### src/rtl/ahb_irq_ctrl.sv
// AHB-Lite interrupt controller: synchronised sources, level/edge pending logic,
// enable masking and a small zero-wait-state register file.
module ahb_irq_ctrl #(
    parameter int NUM_SRC     = 32,
    parameter int SYNC_STAGES = 2
) (
    input  logic               HCLK,
    input  logic               HRESET,
    input  logic               HSEL,
    input  logic [31:0]        HADDR,
    input  logic [1:0]         HTRANS,
    input  logic               HWRITE,
    input  logic [2:0]         HSIZE,
    input  logic [31:0]        HWDATA,
    input  logic               HREADY,
    output logic [31:0]        HRDATA,
    output logic               HREADYOUT,
    output logic               HRESP,
    input  logic [NUM_SRC-1:0] SRC,
    output logic [31:0]        IRQ
);

    localparam logic [2:0] OFF_ENABLE  = 3'd0;
    localparam logic [2:0] OFF_MODE    = 3'd1;
    localparam logic [2:0] OFF_PENDING = 3'd2;
    localparam logic [2:0] OFF_STATUS  = 3'd3;
    localparam logic [2:0] OFF_SWSET   = 3'd4;

    logic [NUM_SRC-1:0] sync_q [SYNC_STAGES];
    logic [NUM_SRC-1:0] sync_out;
    logic [NUM_SRC-1:0] dly_q;
    logic [NUM_SRC-1:0] rise;

    logic [NUM_SRC-1:0] enable_q;
    logic [NUM_SRC-1:0] mode_q;
    logic [NUM_SRC-1:0] pending_q;
    logic [NUM_SRC-1:0] pending_d;
    logic [NUM_SRC-1:0] irq_q;
    logic [NUM_SRC-1:0] w1c;
    logic [NUM_SRC-1:0] swset;
    logic [NUM_SRC-1:0] wdata;
    logic [NUM_SRC-1:0] rd_val;

    logic               ap_valid;
    logic               dp_valid_q;
    logic               dp_write_q;
    logic               dp_size_ok_q;
    logic [2:0]         dp_addr_q;
    logic               wr_en;
    logic               unused_bits;

    assign HREADYOUT   = 1'b1;
    assign HRESP       = 1'b0;
    assign unused_bits = ^{HADDR[31:5], HADDR[1:0], HTRANS[0], HWDATA};

    assign ap_valid = HSEL & HREADY & HTRANS[1];
    assign wr_en    = dp_valid_q & dp_write_q & dp_size_ok_q;
    assign wdata    = HWDATA[NUM_SRC-1:0];
    assign sync_out = sync_q[SYNC_STAGES-1];
    assign rise     = sync_out & ~dly_q;

    // Per-source synchroniser chain; the delay flop follows the last stage
    // regardless of mode, so switching to edge mode never fakes an edge.
    always_ff @(posedge HCLK or posedge HRESET) begin
        if (HRESET) begin
            for (int k = 0; k < SYNC_STAGES; k++) begin
                sync_q[k] <= '0;
            end
            dly_q <= '0;
        end else begin
            sync_q[0] <= SRC;
            for (int k = 1; k < SYNC_STAGES; k++) begin
                sync_q[k] <= sync_q[k-1];
            end
            dly_q <= sync_out;
        end
    end

    always_ff @(posedge HCLK or posedge HRESET) begin
        if (HRESET) begin
            dp_valid_q   <= 1'b0;
            dp_write_q   <= 1'b0;
            dp_size_ok_q <= 1'b0;
            dp_addr_q    <= '0;
        end else begin
            dp_valid_q <= ap_valid;
            if (ap_valid) begin
                dp_write_q   <= HWRITE;
                dp_size_ok_q <= (HSIZE == 3'b010);
                dp_addr_q    <= HADDR[4:2];
            end
        end
    end

    // Set sources are ORed after the clear term, so a same-cycle set beats W1C.
    always_comb begin
        w1c       = '0;
        swset     = '0;
        pending_d = '0;
        if (wr_en && (dp_addr_q == OFF_PENDING)) begin
            w1c = wdata;
        end
        if (wr_en && (dp_addr_q == OFF_SWSET)) begin
            swset = wdata;
        end
        for (int i = 0; i < NUM_SRC; i++) begin
            if (mode_q[i]) begin
                pending_d[i] = (pending_q[i] & ~w1c[i]) | rise[i] | swset[i];
            end else begin
                pending_d[i] = sync_out[i];
            end
        end
    end

    always_ff @(posedge HCLK or posedge HRESET) begin
        if (HRESET) begin
            enable_q  <= '0;
            mode_q    <= '0;
            pending_q <= '0;
            irq_q     <= '0;
        end else begin
            if (wr_en && (dp_addr_q == OFF_ENABLE)) begin
                enable_q <= wdata;
            end
            if (wr_en && (dp_addr_q == OFF_MODE)) begin
                mode_q <= wdata;
            end
            pending_q <= pending_d;
            irq_q     <= pending_q & enable_q;
        end
    end

    always_comb begin
        rd_val = '0;
        unique case (dp_addr_q)
            OFF_ENABLE:  rd_val = enable_q;
            OFF_MODE:    rd_val = mode_q;
            OFF_PENDING: rd_val = pending_q;
            OFF_STATUS:  rd_val = pending_q & enable_q;
            default:     rd_val = '0;
        endcase
        HRDATA = '0;
        if (dp_valid_q && !dp_write_q) begin
            HRDATA[NUM_SRC-1:0] = rd_val;
        end
    end

    always_comb begin
        IRQ = '0;
        IRQ[NUM_SRC-1:0] = irq_q;
    end

endmodule

### config.mk
export PLATFORM = sky130hd
export DESIGN_NAME = ahb_irq_ctrl
export DESIGN_NICKNAME = d
export VERILOG_FILES = /design/src/rtl/ahb_irq_ctrl.sv
export SDC_FILE = /design/constraint.sdc
export NUM_CORES = 1
export LEC_CHECK = 0
export ABC_CLOCK_PERIOD_IN_PS = 16100
export BUFFER_PORTS_ARGS = -buffer_cell sky130_fd_sc_hd__buf_2
export CAP_MARGIN = 40
export CORE_MARGIN = 2
export CORE_UTILIZATION = 52
export DETAILED_ROUTE_END_ITERATION = 8
export GPL_ROUTABILITY_DRIVEN = 1
export PLACE_DENSITY = 0.82
export SLEW_MARGIN = 10
export SYNTH_ARGS = -nofsm -noshare
export SYNTH_HDL_FRONTEND = slang
export SYNTH_SLANG_ARGS = --single-unit
### constraint.sdc
create_clock -name HCLK -period 16.1 [get_ports HCLK]
set_input_delay 4.025 -clock HCLK [delete_from_list [all_inputs] [get_ports HCLK]]
set_output_delay 4.025 -clock HCLK [all_outputs]
set_load 0.02 [all_outputs]
=== Word level (Yosys, flattened, before mapping) ===
Cells that the tools add are included.

* Equality and inequality tests: 5
* Muxes and demuxes: 36
* Bitwise gates (word level): 135
* Reduce and logical (&&, ||, !) cells: 7

{| class="wikitable"
|+ Operators with widths
! cell !! number
|-
| case mux 32 bit (4 select lines) || 1
|-
| two-way mux 32 bit || 3
|-
| bitwise AND 32 bit || 2
|-
| OR 1 bit || 64
|-
| bitwise AND 1 bit || 36
|-
| two-way mux 1 bit || 32
|-
| NOT 1 bit || 32
|-
| NOT 32 bit || 1
|-
| == test 3 x 2 -> 1 bit (second input constant) || 3
|-
| logical AND 1 bit || 5
|-
| == test 3 x 1 -> 1 bit (second input constant) || 1
|-
| == test 3 bit (second input constant) || 1
|-
| zero test 3 bit || 1
|-
| zero test 1 bit || 1
|}

* Flip-flop bits (word level): 230
* Output and inout port bits: 66

=== Logic depth before layout (Yosys ltp) ===
* Word-level depth: 9
* Gate-level depth with buffers: 6
* Depth with buffers taken out: 3

=== Worst setup path after synthesis ===
No wires, ideal clock.

* Path kind: register to output
* Start: reg dp_addr_q[2]
* End: out HRDATA[29]
* Arrival: 2107 ps
* Data required time: 12075 ps
* Path slack: 9968 ps
* Stages on the path, launching flop included: 5
* Buffers on the path: 2
* Path through: dfrtp_1 > buf_2 > or3b_2 > clkbuf_1 > a2111oi_0

* Longest elaborated chain between the ends: 3
* Elaborated cells between the ends (all ways): 6
* Classes of those cells: eq/ne: 3; mux: 2; reduce/logical: 1

{| class="wikitable"
|+ RTL lines
! item !! line !! text
|-
| from (decl) || 48 || <nowiki>logic [2:0] dp_addr_q;</nowiki>
|-
| from (signal assigned) || 90 || <nowiki>dp_addr_q <= HADDR[4:2];</nowiki>
|-
| == test 3 x 2 -> 1 bit (tied with other cells) || 135 || <nowiki>unique case (dp_addr_q)</nowiki>
|-
| case mux 32 bit (4 select lines) * || 135 ||
|-
| two-way mux 32 bit * || 143 || <nowiki>if (dp_valid_q && !dp_write_q) begin</nowiki>
|-
| to (decl) || 16 || <nowiki>output logic [31:0] HRDATA,</nowiki>
|}

Mark *: on every way between the ends. The rest lies on a longest branch, timed or not.

=== Final worst setup path ===
* Start: reg dp_addr_q[1]
* End: out HRDATA[31]

Same word-level chain as after synthesis.

==> impl_metrics.csv <==
group,metric,value,unit
outcome,outcome,"completed",
clock_tree,cts_tree,"done",
setup_path,critPathCaptureType,"primary output",
detailed_routing,routedWlPerCell,18.77,um
detailed_routing,initialDrtViolationCount,444,
detailed_routing,drc,0,
layout,post-route-util,63.69,%
detailed_routing,drt_wl_total,19.75,mm
min_path,hp-start,"sync_q[43]$_DFF_PP0_",
logic_synthesis,syn-num-nets,787,
setup_path,worstRegToRegCells,4,
min_path,whs_endpoint,"sync_out[11]$_DFF_PP0_",
power,p_per_area,123.6,nW/um^2
detailed_routing,ant_nets,0,
layout,multi_input_area,2778,sq um
clock_tree,postCtsSetupBuffers,0,
setup_path,r2r_slack,12760,ps
clock_tree,htreeDepth,1,
setup_path,cp.arrival,2930,ps
global_route,antenna_found_initial,2,
global_route,grt_pass1_vias,5929,
logic_synthesis,netlist_area,8821,sq um
setup_path,crit_path_max_fanout,18,
timing,fmax,0.1438,GHz
floorplanning,core-area,16580,sq um
logic_synthesis,synth_area_per_cell,12.95,sq um
detailed_routing,viasPerCell,5.657,
placement,dp.final_hpwl,12.03,mm
setup_path,crit_required,12070,ps
floorplanning,die_w,134.2,um
power,peakVddDrop,0.1101,mV
job,cap_violations,0,
layout,drive_gt1_share,31.69,%
timing,worst_pin_slew,918.5,ps
layout,areaGrowthSynthToFinish,19.73,%
detailed_routing,vias,5951,
timing,setup-tns-final,0,ps
timing,fin_crit,6952,ps
layout,mostFrequentLayoutCells,"dfrtp_1, buf_2, nor2_1",
timing,drv_slew,0,
setup_path,critPathKind,"reg2out",
logic_synthesis,ys_warn_count,0,
power,p_leak,5.173,nW
layout,n_fill_cell,1239,
layout,final_common_cell,"dfrtp_1",
timing,fin_worst_skew,9.488,ps
layout,post-route-cell-area,10560,sq um
placement,post_dp_cell_area,9812,sq um
logic_synthesis,netlist_top_cells_area,"dfrtp_1, mux2_4, mux2_2",
clock_tree,numCtsBuffers,24,
clock_tree,clk_latency,510,ps
logic_synthesis,synth_top_area_share,65.25,%
timing,post-route-period-util,43.18,%
clock_tree,clkSlewWorstSetupHoldPaths,60,ps
logic_synthesis,synth_cell_type_count,28,
min_path,hold_class,"reg2reg",
floorplanning,die_h,134.2,um
floorplanning,die_area,18020,sq um
timing,rsz0062_at_grt,"no",
clock_tree,cts_buffer_depth,3,
setup_path,worstSetupStartpointType,"flop",
global_route,track_usage,22.23,%
detailed_routing,drt_first_pass_iters,4,
layout,register_area,5757,sq um
logic_synthesis,ys_ff_latch,230,
timing,final-setup-viol-count,0,
logic_synthesis,ys_seq_area_share,65.25,%
global_route,grt_pass1_wl,31.63,mm
timing,maxSlewHeadroom,38.77,%
clock_tree,cts_root_buf,"clkbuf_16",
min_path,hold_depth,0,
logic_synthesis,synthCells,681,
placement,finalWeightedCongestion,0.7415,
clock_tree,cts_num_sinks,230,
clock_tree,cts-resized-gates,0,
layout,nets,921,
logic_synthesis,synth_top_area_cell,"dfrtp_1",
floorplanning,initial_utilization,53.19,%
setup_path,critPathLaunch,"dp_addr_q[1]$_DFFE_PP0P_",
floorplanning,io_pins,172,
global_route,grt_overflow,0,
timing,final-hold-violation-count,0,
clock_tree,cts_hold_buffers,0,
power,p_total,1.305,mW
global_route,grt_max_degree,96,
setup_path,r2r-end,"enable_q[8]$_DFFE_PP0P_",
setup_path,r2r_start,"dp_addr_q[2]$_DFFE_PP0P_",
placement,numPortBuffers,139,
floorplanning,rows,47,
-- worst max-delay path, stage by stage, from the launching register on --
cell and delay [ps]:
dfrtp_1 580, inv_1 590, buf_4 410, nor2_1 90
a2111oi_0 470, buf_2 270
-- per-stage QoR --
| stage | hold slack [ps] | instances | worst slack (ps) |
|---|---|---|---|
| finish | 345.6 | 1052 | 9148 |
| global route | 353.3 | 1051 | 8929 |
| CTS | 347.3 | 1050 | 9063 |
| detailed placement | 334.7 | 1009 | 9619 |
| global placement | 331.6 | 1003 | 9552 |
| floorplan | 331.2 | 681 | 5770 |
-- cells by family (layout without fill, tap and decap cells) --
logic type | count (synthesis) | in the layout | share of synthesized area [%]
muxes | 70 | 70 | 10.18
buffers and inverters | 76 | 225 | 3.702
DFF | 230 | 230 | 65.25
other | 2 | 4 | 0.08514
and+or+nand+nor | 141 | 141 | 7.858
xor gates and xnor gates | 1 | 1 | 0.09931
AOI/OAI and AO/OA | 161 | 161 | 12.82
-- worst max path at each step --
stage / endpoint / depth (start not counted)
2_1_floorplan: IRQ[0]$_DFF_PP0_ / 1
3_3_place_gp: HRDATA[31] / 3
3_5_place_dp: HRDATA[31] / 5
4_1_cts: HRDATA[31] / 5
5_1_grt: HRDATA[31] / 5
6_report: HRDATA[31] / 5
-- cell type report --
type                            instances  area share [%]
Antenna cell                            2         0.04739
Clock buffer                           36           6.788
Clock inverter                          5          0.2606
Inverter                               35           1.315
Multi-Input combinational cell        375           26.30
Sequential cell                       230           54.51
Tap cell                              220           2.606
Timing Repair Buffer                  149           8.174
-- power breakdown --
part / switching (mW) / total [mW] / internal [mW]
sequential: 0.0299 / 0.640 / 0.610
clock: 0.213 / 0.518 / 0.305
combinational: 0.0903 / 0.147 / 0.0567
-- registers in the layout, indices dropped and copies added (netlist names) --
signal        flops
dp_valid_q        1
dly_q            32
sync_q           32
dp_size_ok_q      1
dp_write_q        1
mode_q           32
dp_addr_q         3
sync_out         32
pending_q        32
IRQ              32
enable_q         32
-- synthesized netlist by cell type --
| library cell | n |
|---|---|
| buf_4 | 2 |
| buf_6 | 3 |
| nor2_1 | 66 |
| conb_1 | 2 |
| a21boi_0 | 32 |
| a21oi_1 | 32 |
| mux2_2 | 38 |
| nor3b_1 | 2 |
| mux2i_1 | 2 |
| o22ai_1 | 30 |
| nand3_1 | 1 |
| or3b_2 | 1 |
| inv_1 | 35 |
| and2_1 | 33 |
| nor3_1 | 32 |
| clkbuf_1 | 27 |
| mux2_4 | 30 |
| nand2b_1 | 2 |
| a2111oi_0 | 2 |
| o21ai_0 | 1 |
| xor2_1 | 1 |
| o31ai_1 | 32 |
| nand4b_4 | 1 |
| buf_2 | 9 |
| or3_1 | 1 |
| a41oi_1 | 32 |
| nand2_1 | 2 |
| dfrtp_1 | 230 |
-- layer usage --
layer | track usage (%) | share of wire, % | up-vias
met4 | 7.368 | 3.0 | 0
met1 | 30.98 | 43 | 3024
met5 | 0 | 0 | -
li1 | - | - | 2670
met2 | 35.66 | 48 | 211
met3 | 4.044 | 6.1 | 46
Power figures use the tool's default switching activity.
